**src/rtl/ram_port_arbiter_if.sv**
```systemverilog
// Bus bundle between the two RAM requesters, the arbiter and the RAM write/address ports.
// Signal names match the legacy flat port list so existing connections map one-to-one.
interface ram_port_arbiter_if #(
    parameter int unsigned ADDRESS_WIDTH = 13,
    parameter int unsigned DATA_WIDTH    = 64
);
    logic [1:0]                 REQ;
    logic [1:0]                 LOCK;
    logic [1:0]                 GNT;
    logic [2*ADDRESS_WIDTH-1:0] M_ADD_RD1;
    logic [2*ADDRESS_WIDTH-1:0] M_ADD_RD2;
    logic [2*ADDRESS_WIDTH-1:0] M_ADD_WR;
    logic [2*DATA_WIDTH-1:0]    M_DATA_WR;
    logic [1:0]                 M_ENABLE_WR;
    logic [ADDRESS_WIDTH-1:0]   RAM_ADD_RD1;
    logic [ADDRESS_WIDTH-1:0]   RAM_ADD_RD2;
    logic [ADDRESS_WIDTH-1:0]   RAM_ADD_WR;
    logic [DATA_WIDTH-1:0]      RAM_DATA_WR;
    logic                       RAM_ENABLE_WR;
    logic                       BUSY;

    modport master (
        output REQ, LOCK, M_ADD_RD1, M_ADD_RD2, M_ADD_WR, M_DATA_WR, M_ENABLE_WR,
        input  GNT, BUSY, RAM_ADD_RD1, RAM_ADD_RD2, RAM_ADD_WR, RAM_DATA_WR, RAM_ENABLE_WR
    );

    modport slave (
        input  REQ, LOCK, M_ADD_RD1, M_ADD_RD2, M_ADD_WR, M_DATA_WR, M_ENABLE_WR,
        output GNT, BUSY, RAM_ADD_RD1, RAM_ADD_RD2, RAM_ADD_WR, RAM_DATA_WR, RAM_ENABLE_WR
    );
endinterface

```
**src/rtl/ram_port_arbiter.sv**
```systemverilog
// Two-requester RAM port arbiter: tie-break pointer, burst-limited preemption with lock,
// and a zero-latency owner mux onto the RAM address/write ports.
module ram_port_arbiter #(
    parameter int unsigned ADDRESS_WIDTH = 13,
    parameter int unsigned DATA_WIDTH    = 64,
    parameter int unsigned MAX_BURST     = 16
) (
    input logic              CLK,
    input logic              RST_N,
    ram_port_arbiter_if.slave bus
);
    localparam int unsigned CW = $clog2(MAX_BURST + 1);

    typedef enum logic [1:0] {IDLE, OWN0, OWN1} state_t;

    state_t          state_q, state_d;
    logic            prio_q, prio_d;
    logic [CW-1:0]   bcnt_q, bcnt_d;
    logic [CW-1:0]   bcnt_inc;
    logic            own, other, enter, enter_to;

    always_comb begin
        own      = (state_q == OWN1);
        other    = ~own;
        // Count includes the current owner cycle, so preemption lands after exactly MAX_BURST cycles.
        bcnt_inc = (bcnt_q == CW'(MAX_BURST)) ? bcnt_q : bcnt_q + CW'(1);
        state_d  = state_q;
        prio_d   = prio_q;
        bcnt_d   = bcnt_q;
        enter    = 1'b0;
        enter_to = 1'b0;
        case (state_q)
            IDLE: begin
                if (|bus.REQ) begin
                    enter    = 1'b1;
                    enter_to = (bus.REQ == 2'b11) ? prio_q : bus.REQ[1];
                end
            end
            OWN0, OWN1: begin
                bcnt_d = bcnt_inc;
                if (!bus.REQ[own]) begin
                    if (bus.REQ[other]) begin
                        enter    = 1'b1;
                        enter_to = other;
                    end else begin
                        state_d = IDLE;
                    end
                end else if (bcnt_inc == CW'(MAX_BURST) && bus.REQ[other] && !bus.LOCK[own]) begin
                    enter    = 1'b1;
                    enter_to = other;
                end
            end
            default: state_d = IDLE;
        endcase
        if (enter) begin
            state_d = enter_to ? OWN1 : OWN0;
            prio_d  = ~enter_to;
            bcnt_d  = '0;
        end
    end

    always_ff @(posedge CLK or negedge RST_N) begin
        if (!RST_N) begin
            state_q <= IDLE;
            prio_q  <= 1'b0;
            bcnt_q  <= '0;
        end else begin
            state_q <= state_d;
            prio_q  <= prio_d;
            bcnt_q  <= bcnt_d;
        end
    end

    // Owner slice is picked from registered state only, so the RAM sees it in the first GNT cycle.
    always_comb begin
        bus.GNT           = {state_q == OWN1, state_q == OWN0};
        bus.BUSY          = (state_q == OWN0) || (state_q == OWN1);
        bus.RAM_ADD_RD1   = '0;
        bus.RAM_ADD_RD2   = '0;
        bus.RAM_ADD_WR    = '0;
        bus.RAM_DATA_WR   = '0;
        bus.RAM_ENABLE_WR = 1'b0;
        if (state_q == OWN1) begin
            bus.RAM_ADD_RD1   = bus.M_ADD_RD1[ADDRESS_WIDTH +: ADDRESS_WIDTH];
            bus.RAM_ADD_RD2   = bus.M_ADD_RD2[ADDRESS_WIDTH +: ADDRESS_WIDTH];
            bus.RAM_ADD_WR    = bus.M_ADD_WR[ADDRESS_WIDTH +: ADDRESS_WIDTH];
            bus.RAM_DATA_WR   = bus.M_DATA_WR[DATA_WIDTH +: DATA_WIDTH];
            bus.RAM_ENABLE_WR = bus.M_ENABLE_WR[1];
        end else if (state_q == OWN0) begin
            bus.RAM_ADD_RD1   = bus.M_ADD_RD1[0 +: ADDRESS_WIDTH];
            bus.RAM_ADD_RD2   = bus.M_ADD_RD2[0 +: ADDRESS_WIDTH];
            bus.RAM_ADD_WR    = bus.M_ADD_WR[0 +: ADDRESS_WIDTH];
            bus.RAM_DATA_WR   = bus.M_DATA_WR[0 +: DATA_WIDTH];
            bus.RAM_ENABLE_WR = bus.M_ENABLE_WR[0];
        end
    end
endmodule

```
**src/flat_wrapper.sv**
```systemverilog
// flat-port wrapper written by rule: the top's interface ports become plain ports
module ram_port_arbiter_flat 
#(
    parameter int unsigned ADDRESS_WIDTH = 13,
    parameter int unsigned DATA_WIDTH    = 64,
    parameter int unsigned MAX_BURST     = 16
)
  (CLK, RST_N, bus_REQ, bus_LOCK, bus_M_ADD_RD1, bus_M_ADD_RD2, bus_M_ADD_WR, bus_M_DATA_WR, bus_M_ENABLE_WR, bus_GNT, bus_BUSY, bus_RAM_ADD_RD1, bus_RAM_ADD_RD2, bus_RAM_ADD_WR, bus_RAM_DATA_WR, bus_RAM_ENABLE_WR);
  ram_port_arbiter_if #(.ADDRESS_WIDTH(ADDRESS_WIDTH), .DATA_WIDTH(DATA_WIDTH)) bus_i ();
  input logic CLK;
  input logic RST_N;
  input wire logic [$bits(bus_i.REQ)-1:0] bus_REQ;
  input wire logic [$bits(bus_i.LOCK)-1:0] bus_LOCK;
  input wire logic [$bits(bus_i.M_ADD_RD1)-1:0] bus_M_ADD_RD1;
  input wire logic [$bits(bus_i.M_ADD_RD2)-1:0] bus_M_ADD_RD2;
  input wire logic [$bits(bus_i.M_ADD_WR)-1:0] bus_M_ADD_WR;
  input wire logic [$bits(bus_i.M_DATA_WR)-1:0] bus_M_DATA_WR;
  input wire logic [$bits(bus_i.M_ENABLE_WR)-1:0] bus_M_ENABLE_WR;
  output wire logic [$bits(bus_i.GNT)-1:0] bus_GNT;
  output wire logic [$bits(bus_i.BUSY)-1:0] bus_BUSY;
  output wire logic [$bits(bus_i.RAM_ADD_RD1)-1:0] bus_RAM_ADD_RD1;
  output wire logic [$bits(bus_i.RAM_ADD_RD2)-1:0] bus_RAM_ADD_RD2;
  output wire logic [$bits(bus_i.RAM_ADD_WR)-1:0] bus_RAM_ADD_WR;
  output wire logic [$bits(bus_i.RAM_DATA_WR)-1:0] bus_RAM_DATA_WR;
  output wire logic [$bits(bus_i.RAM_ENABLE_WR)-1:0] bus_RAM_ENABLE_WR;
  assign bus_i.REQ = bus_REQ;
  assign bus_i.LOCK = bus_LOCK;
  assign bus_i.M_ADD_RD1 = bus_M_ADD_RD1;
  assign bus_i.M_ADD_RD2 = bus_M_ADD_RD2;
  assign bus_i.M_ADD_WR = bus_M_ADD_WR;
  assign bus_i.M_DATA_WR = bus_M_DATA_WR;
  assign bus_i.M_ENABLE_WR = bus_M_ENABLE_WR;
  assign bus_GNT = bus_i.GNT;
  assign bus_BUSY = bus_i.BUSY;
  assign bus_RAM_ADD_RD1 = bus_i.RAM_ADD_RD1;
  assign bus_RAM_ADD_RD2 = bus_i.RAM_ADD_RD2;
  assign bus_RAM_ADD_WR = bus_i.RAM_ADD_WR;
  assign bus_RAM_DATA_WR = bus_i.RAM_DATA_WR;
  assign bus_RAM_ENABLE_WR = bus_i.RAM_ENABLE_WR;
  ram_port_arbiter #(.ADDRESS_WIDTH(ADDRESS_WIDTH), .DATA_WIDTH(DATA_WIDTH), .MAX_BURST(MAX_BURST)) u_core (.CLK(CLK), .RST_N(RST_N), .bus(bus_i));
endmodule
```
**config.mk**
```make
export PLATFORM = sky130hd
export DESIGN_NAME = ram_port_arbiter_flat
export DESIGN_NICKNAME = d
export VERILOG_FILES = /design/src/rtl/ram_port_arbiter_if.sv /design/src/rtl/ram_port_arbiter.sv /design/src/flat_wrapper.sv
export SDC_FILE = /design/constraint.sdc
export NUM_CORES = 1
export LEC_CHECK = 0
export CORE_AREA = 4 4 121 123
export DETAILED_ROUTE_END_ITERATION = 12
export DIE_AREA = 0 0 125 127
export PLACE_DENSITY = 0.59
export SLEW_MARGIN = 20
export SYNTH_ARGS = -nofsm -noshare
export SYNTH_HDL_FRONTEND = slang
export SYNTH_SLANG_ARGS = --single-unit
```
**constraint.sdc**
```tcl
create_clock -name CLK -period 2.04 [get_ports CLK]
set_input_delay 0.204 -clock CLK [delete_from_list [all_inputs] [get_ports CLK]]
set_output_delay 0.204 -clock CLK [all_outputs]
set_load 0.1 [all_outputs]
```
==> results.json <==
{
  "pre_cts_ws_ps": -115.5,
  "place_area_mm2": 0.007221,
  "synthCells": 203,
  "tightest_slew_ps": 357.4,
  "reg2reg_from": "u_core.bcnt_q[0]",
  "die-width_um": 125,
  "path_clk_slew_ps": 40,
  "overflow": 0,
  "grt_pass1_vias": 3514,
  "ys.flop_type": "dfrtp_1",
  "ios": 321,
  "yosysMostFrequentCell": "a22o_1",
  "outcome": "finished, violations left",
  "nets": 758,
  "dp_cells": 696,
  "vias": 3215,
  "total_power_mw": 16.15,
  "syn_area_mm2": 0.001682,
  "cts_max_level": 1,
  "worstSetupPathType": "reg2out",
  "die_area_mm2": 0.01588,
  "critPathLaunch": "u_core.state_q[1]",
  "gp_congestion": 0.9273,
  "clk_path_buf_depth": 2,
  "cp.depth": 7,
  "syn_nets": 423,
  "core_mm2": 0.01367,
  "post-route-util_pct": 55.92,
  "violations": "negative setup slack",
  "critPathArrivalTime_ps": 1850,
  "drive_above_1_share_pct": 49.44,
  "die_h_um": 127,
  "port_buffers": 320,
  "max_slew_margin_pct": 76.10,
  "crit_chain": "ha_4 > buf_12 > nor2b_4 > buf_4 > clkbuf_16 > a22o_4 > buf_12",
  "cts_made_buffers": 3,
  "drt_iter0_markers": 78,
  "syn_avg_cell_area_um2": 8.284,
  "async_flop_share_pct": 100.0,
  "setup_tns_ps": -308.1,
  "synth_top_cells_by_count": "a22o_1 (104), clkbuf_1 (15), buf_1 (9)",
  "cpMaxStageDelayCell": "dfrtp_1",
  "startpoint_type": "flop",
  "worst_slack_ps": -18.25,
  "yosysSeqAreaShare_pct": 11.90,
  "crit_path_end_kind": "primary output",
  "critical_path.top_delay_family": "buffers and inverters",
  "antenna_found_initial": 1,
  "fin_crit_sh_pct": 100.9,
  "p_leak_nw": 3.231,
  "drtAntennaViolNets": 0,
  "synth_cell_type_count": 36,
  "fin_area_mm2": 0.007642,
  "rsz0062_at_grt": "yes",
  "grt_max_degree": 51,
  "drc": 0,
  "cp_common_cell": "buf_12",
  "crit_buf_inv": 4,
  "ir_worst_vdd_v": 0.001285,
  "synth_top_cell_area_share_pct": 54.17,
  "rows": 43,
  "wl_per_cell_um": 23.91,
  "grt_pass1_wl_um": 23940,
  "worstReg2RegEnd": "u_core.state_q[0]",
  "synth_warnings": 0,
  "ctsHoldBuffers": 0,
  "cp-endpoint": "bus_RAM_DATA_WR[60]",
  "power.density_mw_per_mm2": 2114,
  "worstPathMaxFanout": 12,
  "dr.pass1.iters": 4,
  "yosysTopAreaCell": "a22o_1",
  "area.growth.synth_to_final_pct": 354.5,
  "required_ps": 1840,
  "hold_viol": 0,
  "max_freq_mhz": 485.9,
  "cts_tree": "done",
  "drv_slew": 0,
  "via_per_inst": 4.484,
  "cts.sinks": 8,
  "grt.total_usage_pct": 19.74,
  "whs_ps": 254.7,
  "rr_worst_depth": 7,
  "start_util_pct": 12.31,
  "final-setup-viol-count": 46,
  "cpPeakStageDelay_ps": 410,
  "root_buffer": "clkbuf_16",
  "synth_edf_count": 0,
  "r2r_slack_ps": -20,
  "min_period_ps": 2058,
  "synth-seq-cells": 8,
  "clock_latency_ps": 230,
  "dp_hpwl_um": 14140,
  "drt-total-wl_um": 17150,
  "finalNonFillerCells": 717,
  "finClkSkew_ps": 3.928,
  "synthTopCellsByArea": "a22o_1 (54%), dfrtp_1 (12%), ha_1 (4.5%)",
  "drv_cap": 0,
  "hold_path.class": "in2async"
}
cells by family (layout without fill, tap and decap cells):
group / count (synthesis) / in the layout / share of synthesized area, %
AO/OA/AOI/OAI: 120 / 120 / 60.42
buffers and inverters: 31 / 364 / 7.291
AND/OR/NAND/NOR: 30 / 30 / 11.24
flip-flops: 8 / 8 / 11.90
adder cells (fa/ha/maj): 6 / 6 / 4.464
XOR/XNOR: 5 / 5 / 2.605
multiplexers: 3 / 3 / 2.083
other: 0 / 1 / 0
state kept, by name, indices dropped and copies added, names as in the netlist:
signal          cells
u_core.bcnt_q       5
u_core.prio_q       1
u_core.state_q      2
layer usage:
layer	global-route usage, %	share of wire [%]	up-vias	wire (um)
met1	22.68	38	1538	6551
met5	0	0	-	0
met4	2.615	1.2	0	211
met3	5.100	6.6	10	1138
met2	37.65	54	151	9244
li1	-	-	1516	-
layout make-up:
| cell class | count | area, um^2 |
|---|---|---|
| Antenna cell | 1 | 2.502 |
| Clock buffer | 3 | 75.07 |
| Fill cell | 1138 | 6023 |
| Inverter | 4 | 20.02 |
| Multi-Input combinational cell | 164 | 2308 |
| Sequential cell | 8 | 200.2 |
| Tap cell | 180 | 225.2 |
| Timing Repair Buffer | 357 | 4811 |
where the power goes:
part           switching (mW)  total [mW]  internal [mW]
combinational            9.38        15.6           6.18
clock                  0.0693       0.321          0.252
sequential             0.0607       0.273          0.212
cell usage in the layout (no fill, tap or decap), types with 2 or more instances in the layout:
master / netlist / final
buf_8: 0 / 3
xor2_1: 2 / 2
buf_6: 0 / 3
a21o_1: 2 / 2
inv_1: 4 / 2
nor2_1: 5 / 5
ha_1: 6 / 2
a22o_4: 0 / 100
buf_4: 1 / 17
nand4_1: 3 / 3
o21ai_0: 5 / 4
xnor2_1: 3 / 3
nand2_1: 3 / 3
mux2i_1: 2 / 2
dfrtp_1: 8 / 8
a21oi_1: 4 / 4
clkdlybuf4s50_1: 0 / 213
ha_4: 0 / 3
buf_16: 0 / 4
clkbuf_16: 0 / 7
nor2b_1: 5 / 4
buf_12: 0 / 113
a22o_2: 0 / 4
nor3b_1: 3 / 2
repair_timing:
action	4_1_cts	5_1_grt
pin swaps	9	2
setup endpoints to repair	107	102
gates resized for setup	13	10
gates cloned	3	5
setup buffers	2	7
how the worst min path moves through the flow:
stage	startpoint	endpoint	slack, ps	cells after the start
finish	RST_N	u_core.bcnt_q[0]	250	1
global route	RST_N	u_core.bcnt_q[0]	280	1
CTS	RST_N	u_core.bcnt_q[0]	260	1
detailed placement	u_core.prio_q	u_core.prio_q	500	1
global placement	RST_N	u_core.bcnt_q[0]	500	1
floorplan	RST_N	u_core.bcnt_q[0]	-90	0
No activity file was read; power rests on OpenSTA's default activity.
==> RTL change 1, RTL diff (config.mk and constraints unchanged) <==
`MAX_BURST` is set to 16 in 2 places; all go to 32.
--- a/src/rtl/ram_port_arbiter.sv
+++ b/src/rtl/ram_port_arbiter.sv
@@ -5,3 +5,3 @@
     parameter int unsigned DATA_WIDTH    = 64,
-    parameter int unsigned MAX_BURST     = 16
+    parameter int unsigned MAX_BURST     = 32
 ) (
--- a/src/flat_wrapper.sv
+++ b/src/flat_wrapper.sv
@@ -5,3 +5,3 @@
     parameter int unsigned DATA_WIDTH    = 64,
-    parameter int unsigned MAX_BURST     = 16
+    parameter int unsigned MAX_BURST     = 32
 )
Formal check against the unedited RTL: no difference found for any inputs over 10 cycles, from zero or initial values and one cycle with RST_N low; that may be too few to reach the edited logic, so the function may still have changed.
==> RTL change 1 against the original RTL <==
  * The flow still finishes with violations (negative setup slack)
  * Wire length fell by 3.1%
  * Sequential cell count rose by 1
  * Setup slack got worse by 0.038 ns
  * Design area rose by 1.5%
  * Via count rose by 1.6%
  * Synthesized area rose by 3.8%
  * Maximum frequency fell by 1.8%
  * Largest cell class unchanged
  * Clock skew barely moved
Power is left out: the tool's default activity adds up to more than one toggle a clock period on the data nets, which glitch-free logic cannot reach.
==> RTL change 1: results (changes against the original RTL) <==
stage,metric,value,unit,change
timing,clk_skew,0.004368,ns,+0.0004401 ns
detailed_routing,met2 WL,8.687,mm,-6.0%
worst_setup_path,Critical R2R Launch,u_core.state_q[1],,
yosys,post-synthesis sequential area ratio,12.90,%,+1.0 points
worst_setup_path,R2R cell count,9,,+2
yosys,syn_area_per_cell,8.432,sq um,+1.8%
detailed_routing,routed length per instance,23.11,um,-3.4%
worst_setup_path,crit path from,u_core.state_q[0],,
final_layout,biggest regs,"u_core.bcnt_q x6, u_core.state_q x2, u_core.prio_q x1",,
yosys,Post-synth top cells,"a22o_1 (104), clkbuf_1 (22), dfrtp_1 (9)",,
grt,largest net degree at the start of global routing,56,,+9.8%
yosys,dominant synthesized flop cell,dfrtp_1,,
run_status,outcome,finished with violations,,
detailed_routing,initial drt markers,152,,+95%
grt,vias in the first global route,3507,,-0.20%
detailed_routing,via count,3268,,+1.6%
final_layout,filler cell count,1111,,-2.4%
timing,Slew headroom,68.87,%,-7.2 points
run_status,failing checks,negative setup slack,,
place,Final Wtd Congestion,0.9024,,-2.7%
final_layout,fin nets,760,,+0.26%
yosys,Synth cell types,37,,+2.8%
timing,TNS Setup,-2.263,ns,-1.955 ns
grt,met3 Use GR,4.264,%,-0.84 points
grt,first-pass GRT wire length,23.67,mm,-1.2%
place,Placed Area,7279,sq um,+0.81%
yosys,Synth Net Count,427,,+0.95%
place,dpl hpwl,13.70,mm,-3.1%
place,dpl ws,-0.001812,ns,+0.1137 ns
worst_setup_path,worst-path maximum fanout,8,,-4
cts,number of setup buffers added after CTS,5,,+3
timing,Final setup viols,71,,+54%
grt,GR Layer Usage met1,24.10,%,+1.4 points
grt,initial antenna violation count,0,,-1
worst_hold_path,Hold Crit Class,input pin to async pin,,
final_layout,layout cell share with drive strength beyond 1,51.21,%,+1.8 points
detailed_routing,First-pass DRT Iterations,4,,unchanged
final_layout,n_diodes,0,,-1
detailed_routing,WL met1,6.615,mm,+0.98%
yosys,ys async rst share,100.0,%,unchanged
timing,worst setup margin,-0.05629,ns,-0.03804 ns
grt,GRT Total Usage,19.26,%,-0.48 points
detailed_routing,routed length on met3,1.136,mm,-0.18%
cts,post-CTS sizing,9,,-4
worst_setup_path,crit path to,bus_RAM_DATA_WR[48],,
grt,met2 global-route usage,34.96,%,-2.7 points
worst_setup_path,worst r2r dst,u_core.state_q[1],,
worst_setup_path,Reg2Reg Setup Slack,0,ns,+0.02 ns
yosys,largest cells by area after synthesis,"a22o_1 (52%), dfrtp_1 (13%), clkbuf_1 (4.7%)",,
timing,WHS,0.2873,ns,+0.03265 ns
detailed_routing,final WL,16.62,mm,-3.1%
-- RTL change 1: logic make-up after synthesis --
group / count (synthesis) / share of synthesized area (%)
compound gates: 120 / 58.35
xor+xnor: 4 / 2.008
fa+ha+maj: 6 / 4.301
buf+inv: 32 / 7.240
flops: 9 / 12.90
mux: 3 / 1.720
simple gates: 33 / 13.48
-- RTL change 1: cell type report --
cell class / count / area, sq um / share of cell area [%]
clock buffers: 3 / 75.07 / 0.9676
clock inverters: 1 / 5.005 / 0.06451
inverters: 6 / 25.02 / 0.3225
multi-input cells: 166 / 2431 / 31.33
flip-flops and latches: 9 / 226.5 / 2.919
well taps: 180 / 225.2 / 2.903
repair buffers: 354 / 4771 / 61.49
-- RTL change 1: critical path, stage by stage (launching register included) --
cell       delay (ns)
dfrtp_1          0.39
buf_6            0.13
ha_4             0.16
nor2b_4          0.13
buf_12           0.14
buf_12           0.15
clkbuf_16        0.16
a22o_4           0.22
buf_12           0.16
==> RTL change 2, RTL diff (config.mk and constraints unchanged) <==
Made on the original files. Reset style: synchronous (`RST_N`), changed in one clocked block.
--- a/src/rtl/ram_port_arbiter.sv
+++ b/src/rtl/ram_port_arbiter.sv
@@ -61,3 +61,3 @@
 
-    always_ff @(posedge CLK or negedge RST_N) begin
+    always_ff @(posedge CLK) begin
         if (!RST_N) begin
Check against the original RTL: differs if RST_N is asserted again (counterexample within 4 cycles, from zero or initial values and one cycle with RST_N low); with RST_N held inactive, the same outputs for 10 cycles.
==> RTL change 2 against the original RTL <==
  * Setup slack improved by 0.042 ns
  * Count of clock-buffer cells in the layout unchanged
  * Largest power group unchanged
  * Wire length is 6.9% lower
  * First-iteration DRC count up 23%
  * Hold slack improved by 0.19 ns
  * Largest cell class unchanged
  * Design area is 4.9% lower
  * Global-route usage fell by 1.3 points
  * Synthesized area up 5.3%
  * Sequential cell count did not move
  * Via count increased by 2.6%
  * Power shrank 6.7%
  * Cell count decreased by 1.8%
  * Non-clock buffer count shrank 27
==> RTL change 2: results (changes against the original RTL) <==
stage,metric,value,unit,change
yosys,mux cell area share after synthesis,3.110,%,+1.0 points
detailed_routing,First-pass DRT Iterations,6,,+2
grt,first-pass GRT wire length,22.74,mm,-5.0%
yosys,Compound-Gate Fraction of Synth Area,63.32,%,+2.9 points
place,Final Wtd Congestion,0.9301,,+0.30%
yosys,Synth Area in Adders,4.240,%,-0.22 points
worst_setup_path,worst-path maximum fanout,57,,+45
power_and_ir_drop,VDD IR max,1496,uV,+16%
worst_setup_path,slowest CP cell,clkbuf_16,,
timing,clk_skew,0.007704,ns,+0.003776 ns
yosys,ys async rst share,0,%,-100 points
worst_hold_path,Hold Crit Class,flop to flop,,
detailed_routing,routed length per instance,22.67,um,-5.2%
worst_setup_path,Reg2Reg Setup Slack,0.12,ns,+0.14 ns
run_status,outcome,"complete, no violations",,
detailed_routing,initial drt markers,96,,+23%
final_layout,layout cell share with drive strength beyond 1,45.42,%,-4.0 points
grt,GRT Total Usage,18.42,%,-1.3 points
detailed_routing,Vias/cell,4.686,,+4.5%
yosys,Synth Net Count,442,,+4.5%
place,dpl hpwl,13.74,mm,-2.8%
worst_setup_path,CP max stage delay,0.36,ns,-0.05 ns
yosys,xor-xnor portion of the synthesized cell area,1.979,%,-0.63 points
place,Placed Area,7163,sq um,-0.80%
yosys,dominant synthesized flop cell,dfxtp_1,,
timing,Slew headroom,67.63,%,-8.5 points
yosys,post-synthesis sequential area ratio,9.046,%,-2.9 points
yosys,Synth cell types,41,,+14%
power_and_ir_drop,LEAKAGE,0.003042,uW,-5.9%
power_and_ir_drop,Sw Share,60.74,%,+1.9 points
## RTL change 2: cell count changes after synthesis, sizes merged, moves of 3 or more
cell / change
clkbuf: +10
dfrtp: -8
dfxtp: +8
buf: -6
inv: +3
nor2b: -3
## RTL change 2: cell type report
type / instances / area, sq um
Timing Repair Buffer: 330 / 4387
Sequential cell: 8 / 162.7
Multi-Input combinational cell: 176 / 2391
Tap cell: 180 / 225.2
Clock buffer: 3 / 75.07
Inverter: 7 / 28.78
Fill cell: 1188 / 6396
## RTL change 2: per-stage QoR
stage / power, uW / utilization (%) / cells / hold slack [ns] / setup WS [ns]
final: 15080 / 53.20 / 704 / 0.4487 / 0.02396
after global placement: 14720 / 52.42 / 701 / 0.4460 / 0.1526
after floorplan: 9807 / - / 222 / 0.3462 / -0.1244
after global routing: 15460 / 53.20 / 704 / 0.4765 / -0.04150
after CTS: 15180 / 52.99 / 704 / 0.4508 / -0.007188
after detailed placement: 14790 / 52.42 / 701 / 0.4448 / 0.1343
## RTL change 2: power groups by stage
stage | Sequential [uW] | Clock [uW] | Combinational, uW
after floorplan | 227 | 0 | 9580
after detailed placement | 231 | 0 | 14600
after CTS | 229 | 344 | 14600
after global routing | 236 | 348 | 14900
after global placement | 229 | 0 | 14500
final | 231 | 340 | 14500
## RTL change 2: per-layer routing
metal | vias up | routed length [um] | share of wire (%) | global-route usage (%)
li1 | 1516 | - | - | -
met1 | 1539 | 5855 | 37 | 21.15
met2 | 219 | 8286 | 52 | 33.82
met3 | 23 | 1455 | 9.1 | 5.853
met4 | 2 | 352 | 2.2 | 3.444
met5 | - | 10 | 0.063 | 0
## RTL change 2: kinds of logic after synthesis
group	count (synthesis)
adders and majority gates	6
DFF	8
and+or+nand+nor	30
buffers and inverters	38
xor gates and xnor gates	4
muxes	5
AOI/OAI and AO/OA	131
## RTL change 2: timing repair
item | in CTS | in global routing
endpoints found under the hold margin | 0 | 0
pin swaps | 0 | 1
resized for setup | 1 | 6
endpoints found under the setup margin | 41 | 76
## RTL change 2: path summary, 6_finish.rpt
kind,start,endpoint,depth (start not counted)
hold reg to reg,u_core.prio_q,u_core.prio_q,2
hold / removal,u_core.prio_q,u_core.prio_q,2
setup reg to reg,u_core.state_q[0],u_core.state_q[1],7
setup / recovery,u_core.state_q[1],bus_RAM_ADD_RD2[12],6
## RTL change 2: worst min-delay path, cell delays in order, from the launching register on
cell,delay (ns)
dfxtp_1,0.30
nand2_1,0.05
a21oi_1,0.05
